--- config.mk ---
export PLATFORM = sky130hd
export DESIGN_NAME = ram_dp_sync
export DESIGN_NICKNAME = d
export VERILOG_FILES = /design/src/rtl/ram_pkg.sv /design/src/rtl/ram_valid_tracker.sv /design/src/rtl/ram_dp_sync.sv
export SDC_FILE = /design/constraint.sdc
export NUM_CORES = 1
export LEC_CHECK = 0
export ABC_AREA = 1
export ABC_CLOCK_PERIOD_IN_PS = 1700
export BUFFER_PORTS_ARGS = -buffer_cell sky130_fd_sc_hd__buf_2
export CAP_MARGIN = 20
export CORE_UTILIZATION = 55
export CTS_CLUSTER_DIAMETER = 80
export DETAILED_ROUTE_END_ITERATION = 10
export PLACE_DENSITY = 0.72
export SYNTH_ARGS = -nofsm -noshare
export SYNTH_HDL_FRONTEND = slang
export SYNTH_HIERARCHICAL = 1
export SYNTH_SLANG_ARGS = --single-unit
--- constraint.sdc ---
create_clock -name clk -period 1.7 [get_ports clk]
set_input_delay 0.085 -clock clk [delete_from_list [all_inputs] [get_ports clk]]
set_output_delay 0.085 -clock clk [all_outputs]
set_load 0.02 [all_outputs]
--- src/rtl/ram_pkg.sv ---
// Shared widths and types for the dual-port RAM slice.
// Imported by the tracker and the top.
package ram_pkg;

  localparam int ADDR_W = 4;
  localparam int DATA_W = 8;
  localparam int DEPTH  = 1 << ADDR_W;

  typedef logic [ADDR_W-1:0] addr_t;
  typedef logic [DATA_W-1:0] data_t;
  typedef logic [ADDR_W:0]   cnt_t;

endpackage

--- src/rtl/ram_valid_tracker.sv ---
// Written-location bitmap and distinct-write counter.
// Count only moves on the first write to a location.
module ram_valid_tracker
  import ram_pkg::*;
(
  input  logic              clk,
  input  logic              rst,
  input  logic              wr_enb,
  input  logic [ADDR_W-1:0] wr_addr,
  input  logic [ADDR_W-1:0] rd_addr,
  output logic              rd_addr_written,
  output logic [ADDR_W:0]   wr_count
);

  logic [DEPTH-1:0] bitmap_q, bitmap_d;
  cnt_t             cnt_q, cnt_d;

  always_comb begin
    bitmap_d = bitmap_q;
    cnt_d    = cnt_q;
    if (wr_enb) begin
      bitmap_d[wr_addr] = 1'b1;
      if (!bitmap_q[wr_addr]) begin
        cnt_d = cnt_q + cnt_t'(1);
      end
    end
  end

  always_ff @(posedge clk or negedge rst) begin
    if (!rst) begin
      bitmap_q <= '0;
      cnt_q    <= '0;
    end else begin
      bitmap_q <= bitmap_d;
      cnt_q    <= cnt_d;
    end
  end

  assign rd_addr_written = bitmap_q[rd_addr];
  assign wr_count        = cnt_q;

endmodule

--- src/rtl/ram_dp_sync.sv ---
// Synchronous dual-port 16x8 RAM with registered read,
// uninitialised-read flag and configurable collision policy.
module ram_dp_sync
  import ram_pkg::*;
#(
  parameter bit WR_FIRST = 1'b1
) (
  input  logic              clk,
  input  logic              rst,
  input  logic              wr_enb,
  input  logic [ADDR_W-1:0] wr_addr,
  input  logic [DATA_W-1:0] wr_data,
  input  logic              rd_enb,
  input  logic [ADDR_W-1:0] rd_addr,
  output logic [DATA_W-1:0] rd_data,
  output logic              rd_valid,
  output logic              rd_uninit,
  output logic [ADDR_W:0]   wr_count
);

  data_t mem_q [DEPTH];
  data_t mem_d [DEPTH];
  data_t rd_data_q, rd_data_d;
  logic  rd_valid_q, rd_valid_d;
  logic  rd_uninit_q, rd_uninit_d;
  logic  run_q;
  logic  wr_go;
  logic  rd_go;
  logic  rd_written;
  logic  collide;

  // run_q holds off all updates on the edge that releases reset
  always_ff @(posedge clk or negedge rst) begin
    if (!rst) begin
      run_q <= 1'b0;
    end else begin
      run_q <= 1'b1;
    end
  end

  assign wr_go   = wr_enb & run_q;
  assign rd_go   = rd_enb & run_q;
  assign collide = wr_go & rd_go & (wr_addr == rd_addr);

  ram_valid_tracker u_trk (
    .clk             (clk),
    .rst             (rst),
    .wr_enb          (wr_go),
    .wr_addr         (wr_addr),
    .rd_addr         (rd_addr),
    .rd_addr_written (rd_written),
    .wr_count        (wr_count)
  );

  always_comb begin
    mem_d       = mem_q;
    rd_data_d   = rd_data_q;
    rd_valid_d  = 1'b0;
    rd_uninit_d = rd_uninit_q;
    if (wr_go) begin
      mem_d[wr_addr] = wr_data;
    end
    if (rd_go) begin
      rd_valid_d = 1'b1;
      if (WR_FIRST && collide) begin
        rd_data_d   = wr_data;
        rd_uninit_d = 1'b0;
      end else begin
        rd_data_d   = mem_q[rd_addr];
        rd_uninit_d = ~rd_written;
      end
    end
  end

  always_ff @(posedge clk or negedge rst) begin
    if (!rst) begin
      for (int i = 0; i < DEPTH; i++) begin
        mem_q[i] <= '0;
      end
      rd_data_q   <= '0;
      rd_valid_q  <= 1'b0;
      rd_uninit_q <= 1'b0;
    end else begin
      mem_q       <= mem_d;
      rd_data_q   <= rd_data_d;
      rd_valid_q  <= rd_valid_d;
      rd_uninit_q <= rd_uninit_d;
    end
  end

  assign rd_data   = rd_data_q;
  assign rd_valid  = rd_valid_q;
  assign rd_uninit = rd_uninit_q;

endmodule

==> impl_metrics.prom <==
# TYPE chip_impl_metric gauge
chip_impl_info{name="result_of_the_run",value="complete, no violations"} 1
chip_impl_info{name="crit_path_end_kind",value="register"} 1
chip_impl_metric{name="number_of_instances_in_the_synthesized_netlist",unit=""} 1052
chip_impl_metric{name="vdd.ir_drop.worst",unit="mV"} 0.731
chip_impl_metric{name="maxCapViolations",unit=""} 0
chip_impl_metric{name="cts.reportedPaths.clkPinSlew",unit="ps"} 60
chip_impl_metric{name="finalHoldWorstSlack",unit="ps"} 15.1
chip_impl_metric{name="detail-route-antenna-nets",unit=""} 0
chip_impl_metric{name="slew_headroom",unit=""} 0.542
chip_impl_metric{name="worst-endpoint-required",unit="ps"} 1970
chip_impl_metric{name="final_critical_path_setup_slack",unit="ps"} 193
chip_impl_info{name="tritoncts",value="done"} 1
chip_impl_metric{name="antenna_cells_inserted",unit=""} 0
chip_impl_metric{name="cts-buffers-inserted",unit=""} 17
chip_impl_info{name="cpMaxStageDelayCell",value="sky130_fd_sc_hd__dfrtp_1"} 1
chip_impl_metric{name="floorplan.initialDensity",unit=""} 0.568
chip_impl_metric{name="antenna_violations_before_repair",unit=""} 0
chip_impl_metric{name="final_cell_count_no_fill",unit=""} 1271
chip_impl_metric{name="final_core_util",unit=""} 0.643
chip_impl_info{name="critPathKind",value="register to register"} 1
chip_impl_metric{name="postSynthRegisterBits",unit=""} 160
chip_impl_metric{name="critical_path.max_stage_delay",unit="ps"} 360
chip_impl_metric{name="global_route.overflow_total",unit=""} 0
chip_impl_metric{name="totalPowerFinal",unit="mW"} 10.7
chip_impl_metric{name="sum_of_negative_setup_slack",unit="ps"} 0
chip_impl_metric{name="grt_pass1_vias",unit=""} 6467
chip_impl_metric{name="place.detailed.hpwl",unit="mm"} 13.2
chip_impl_info{name="crit_chain",value="nand2_2, clkinv_4, buf_4, nand4_1, buf_4, nand2_1, o21ai_0"} 1
chip_impl_metric{name="dp_cells",unit=""} 1239
chip_impl_metric{name="final-setup-viol-count",unit=""} 0
chip_impl_metric{name="chipHeight",unit="um"} 122
chip_impl_metric{name="total_leakage_power",unit="nW"} 4.65
chip_impl_metric{name="post_synth_num_cell_types",unit=""} 29
chip_impl_metric{name="clockBufferDepth",unit=""} 2
chip_impl_metric{name="tightestPinTransition",unit="ps"} 686
chip_impl_metric{name="fin_worst_skew",unit="ps"} 6.08
chip_impl_metric{name="pin_count_of_the_biggest_net_entering_global_routing",unit=""} 46
chip_impl_metric{name="final_period_minus_worst_setup_slack",unit="ps"} 1510
chip_impl_metric{name="dpl-instance-area",unit="um^2"} 8370
chip_impl_metric{name="drcViolationCount",unit=""} 0
chip_impl_metric{name="multi_input_comb_area",unit="um^2"} 3250
chip_impl_metric{name="via_per_instance_ratio",unit=""} 5.44
chip_impl_metric{name="drt_first_iter_violations",unit=""} 663
chip_impl_metric{name="critical_path_peak_fanout",unit=""} 16
chip_impl_metric{name="via_count",unit=""} 6915
chip_impl_metric{name="grt_usage",unit=""} 0.299
chip_impl_metric{name="critical_path_arrival",unit="ps"} 1780
chip_impl_info{name="hold_class",value="primary input to register"} 1
chip_impl_metric{name="power_per_cell_area",unit="nW/um^2"} 1190
chip_impl_metric{name="finish.instance_area",unit="um^2"} 9000
chip_impl_metric{name="synth.yosys.warnings",unit=""} 6
chip_impl_metric{name="drt-pass1-iter-count",unit=""} 7
chip_impl_metric{name="clk_latency",unit="ps"} 430
chip_impl_info{name="crit_top_cell",value="sky130_fd_sc_hd__buf_4"} 1
chip_impl_metric{name="final_layout_size_suffix_gt1_frac",unit=""} 0.105
chip_impl_info{name="setup.worst_path.start_class",value="register"} 1
chip_impl_metric{name="pre_cts_ws",unit="ps"} 121
chip_impl_metric{name="num-fill-cells",unit=""} 1221
chip_impl_metric{name="wirelength",unit="mm"} 20.4
chip_impl_metric{name="syn_avg_cell_area",unit="um^2"} 7.56
chip_impl_metric{name="ff_latch_area",unit="um^2"} 4000
chip_impl_metric{name="placementRows",unit=""} 43
chip_impl_metric{name="report.final.hold_viol_count",unit=""} 0
chip_impl_metric{name="die_x",unit="um"} 122
chip_impl_metric{name="area_growth_syn_to_layout",unit="%"} 13.2
chip_impl_metric{name="io_buf_count",unit=""} 34
chip_impl_metric{name="grt_pass1_wl",unit="mm"} 33.8
chip_impl_metric{name="routedWlPerCell",unit="um"} 16.1
chip_impl_info{name="root_buffer",value="sky130_fd_sc_hd__clkbuf_16"} 1
chip_impl_info{name="grt_setup_unrepaired",value="no"} 1
chip_impl_metric{name="synthesis.area",unit="um^2"} 7950
chip_impl_metric{name="yosysSeqAreaShare",unit=""} 0.504
chip_impl_metric{name="clock_tree.htree_level_count",unit=""} 4
chip_impl_metric{name="mappedNetlistNets",unit=""} 1073
chip_impl_metric{name="post-route-period-util",unit=""} 0.886
chip_impl_metric{name="drv_slew",unit=""} 0
chip_impl_metric{name="finish.net_count",unit=""} 1101
chip_impl_metric{name="cts_setup_buffers",unit=""} 0
chip_impl_metric{name="io-pin-count",unit=""} 35
chip_impl_metric{name="finalWeightedCongestion",unit=""} 0.861
chip_impl_metric{name="maxClockFrequency",unit="MHz"} 664
chip_impl_metric{name="design.die.area",unit="um^2"} 14900
chip_impl_metric{name="clock-sinks",unit=""} 160
chip_impl_metric{name="core_area",unit="um^2"} 14000
## critical path: cells and delay by family, from the launching register on
kind | cells | cell delay [ps]
and+or+nand+nor | 3 | 390
buffers and inverters | 3 | 540
DFF | 1 | 360
AOI/OAI and AO/OA | 1 | 70
## cell usage after synthesis
master                     count  area, um^2
sky130_fd_sc_hd__conb_1        1        3.75
sky130_fd_sc_hd__inv_2         6        22.5
sky130_fd_sc_hd__buf_1         1        3.75
sky130_fd_sc_hd__buf_6         5        56.3
sky130_fd_sc_hd__o21ai_0     134         671
sky130_fd_sc_hd__xor2_1        6        52.6
sky130_fd_sc_hd__o211a_1       1        10.0
sky130_fd_sc_hd__nand2_4       1        11.3
sky130_fd_sc_hd__nand2_2       7        43.8
sky130_fd_sc_hd__buf_4         2        15.0
sky130_fd_sc_hd__nor2_1       27         101
sky130_fd_sc_hd__xnor2_1       1        8.76
sky130_fd_sc_hd__ha_1          1        12.5
sky130_fd_sc_hd__clkbuf_1     21        78.8
sky130_fd_sc_hd__nand3_1     103         515
sky130_fd_sc_hd__o21ai_1      10        50.1
sky130_fd_sc_hd__nor2_2        1        6.26
sky130_fd_sc_hd__nand4_1       8        50.1
sky130_fd_sc_hd__o211ai_1      4        30.0
sky130_fd_sc_hd__nor2_4        1        11.3
sky130_fd_sc_hd__clkinv_4      1        8.76
sky130_fd_sc_hd__buf_2        28         140
sky130_fd_sc_hd__inv_1       101         379
sky130_fd_sc_hd__o21bai_1     11        82.6
sky130_fd_sc_hd__nand3_2       2        20.0
sky130_fd_sc_hd__nand2_1     402        1510
sky130_fd_sc_hd__dfrtp_1     160        4000
sky130_fd_sc_hd__a21oi_1       4        20.0
sky130_fd_sc_hd__nor3_4        2        32.5
## state kept, by name, summed over array words and instances (netlist names)
register	flops
mem_q	128
u_trk/bitmap_q	16
rd_data	8
u_trk/wr_count	5
rd_uninit	1
rd_valid	1
run_q	1
## what timing repair did
| item | 4_1_cts | 5_1_grt |
|---|---|---|
| endpoints found under the setup margin | 0 | 3 |
| endpoints found under the hold margin | 161 | 0 |
| hold buffers | 2 | 0 |
| gates resized for setup | 0 | 1 |
## kinds of logic after synthesis
| kind of cell | after synthesis | share of synthesized area |
|---|---|---|
| buffers and inverters | 165 | 0.0886 |
| XOR/XNOR | 7 | 0.00771 |
| AND/OR/NAND/NOR | 554 | 0.289 |
| adder cells (fa/ha/maj) | 1 | 0.00157 |
| other | 1 | 0.000472 |
| flip-flops | 160 | 0.504 |
| AO/OA/AOI/OAI | 164 | 0.109 |
## power breakdown
part,switching (mW),internal (mW),total (mW)
clock network,1.53,2.40,3.93
logic,1.20,0.723,1.92
registers,0.375,4.48,4.86
## path summary, 6_finish.rpt
| path | to | startpoint | cells past startpoint | slack [ps] |
|---|---|---|---|---|
| worst max-delay path | mem_q[32] | run_q | 7 | 190 |
| worst min-delay path | rd_data[7] | wr_data[7] | 5 | 20 |
| worst max register to register | mem_q[32] | run_q | 7 | 190 |
| worst min register to register | rd_data[7] | rd_data[7] | 2 | 480 |
| max in group asynchronous | mem_q[32] | rst | 3 | 950 |
| min in group asynchronous | u_trk/bitmap_q[13] | rst | 2 | 130 |
## cell type report
type / instances / area share
sequential: 160 / 0.445
multi-input combinational: 727 / 0.361
timing repair buffer: 66 / 0.0566
clock buffer: 20 / 0.0518
inverter: 108 / 0.0456
tap: 180 / 0.0250
clock inverter: 10 / 0.0152
## cell usage in the layout, fill, tap and decap left out, types with 2 or more instances in the layout
| cell type | n |
|---|---|
| sky130_fd_sc_hd__nand2_2 | 7 |
| sky130_fd_sc_hd__clkinv_2 | 3 |
| sky130_fd_sc_hd__clkbuf_16 | 17 |
| sky130_fd_sc_hd__o211ai_1 | 4 |
| sky130_fd_sc_hd__o21ai_0 | 134 |
| sky130_fd_sc_hd__inv_1 | 101 |
| sky130_fd_sc_hd__bufinv_16 | 3 |
| sky130_fd_sc_hd__nand4_1 | 8 |
| sky130_fd_sc_hd__clkinv_4 | 2 |
| sky130_fd_sc_hd__dfrtp_1 | 160 |
| sky130_fd_sc_hd__buf_4 | 23 |
| sky130_fd_sc_hd__inv_2 | 6 |
| sky130_fd_sc_hd__a21oi_1 | 4 |
| sky130_fd_sc_hd__nand3_1 | 103 |
| sky130_fd_sc_hd__nor2_1 | 27 |
| sky130_fd_sc_hd__buf_12 | 7 |
| sky130_fd_sc_hd__o21bai_1 | 11 |
| sky130_fd_sc_hd__xor2_1 | 6 |
| sky130_fd_sc_hd__nand2_1 | 402 |
| sky130_fd_sc_hd__buf_2 | 33 |
| sky130_fd_sc_hd__clkinvlp_4 | 3 |
| sky130_fd_sc_hd__clkbuf_8 | 3 |
| sky130_fd_sc_hd__dlygate4sd3_1 | 2 |
| sky130_fd_sc_hd__o21ai_1 | 10 |
| sky130_fd_sc_hd__nor3_4 | 2 |
## metal layers
metal	track usage	routed length (um)	vias up
met5	0	0	-
met4	0.117	511	0
met3	0.0520	1330	39
met2	0.453	9050	246
met1	0.427	9510	3257
li1	-	-	3373
Power figures use the tool's default switching activity.
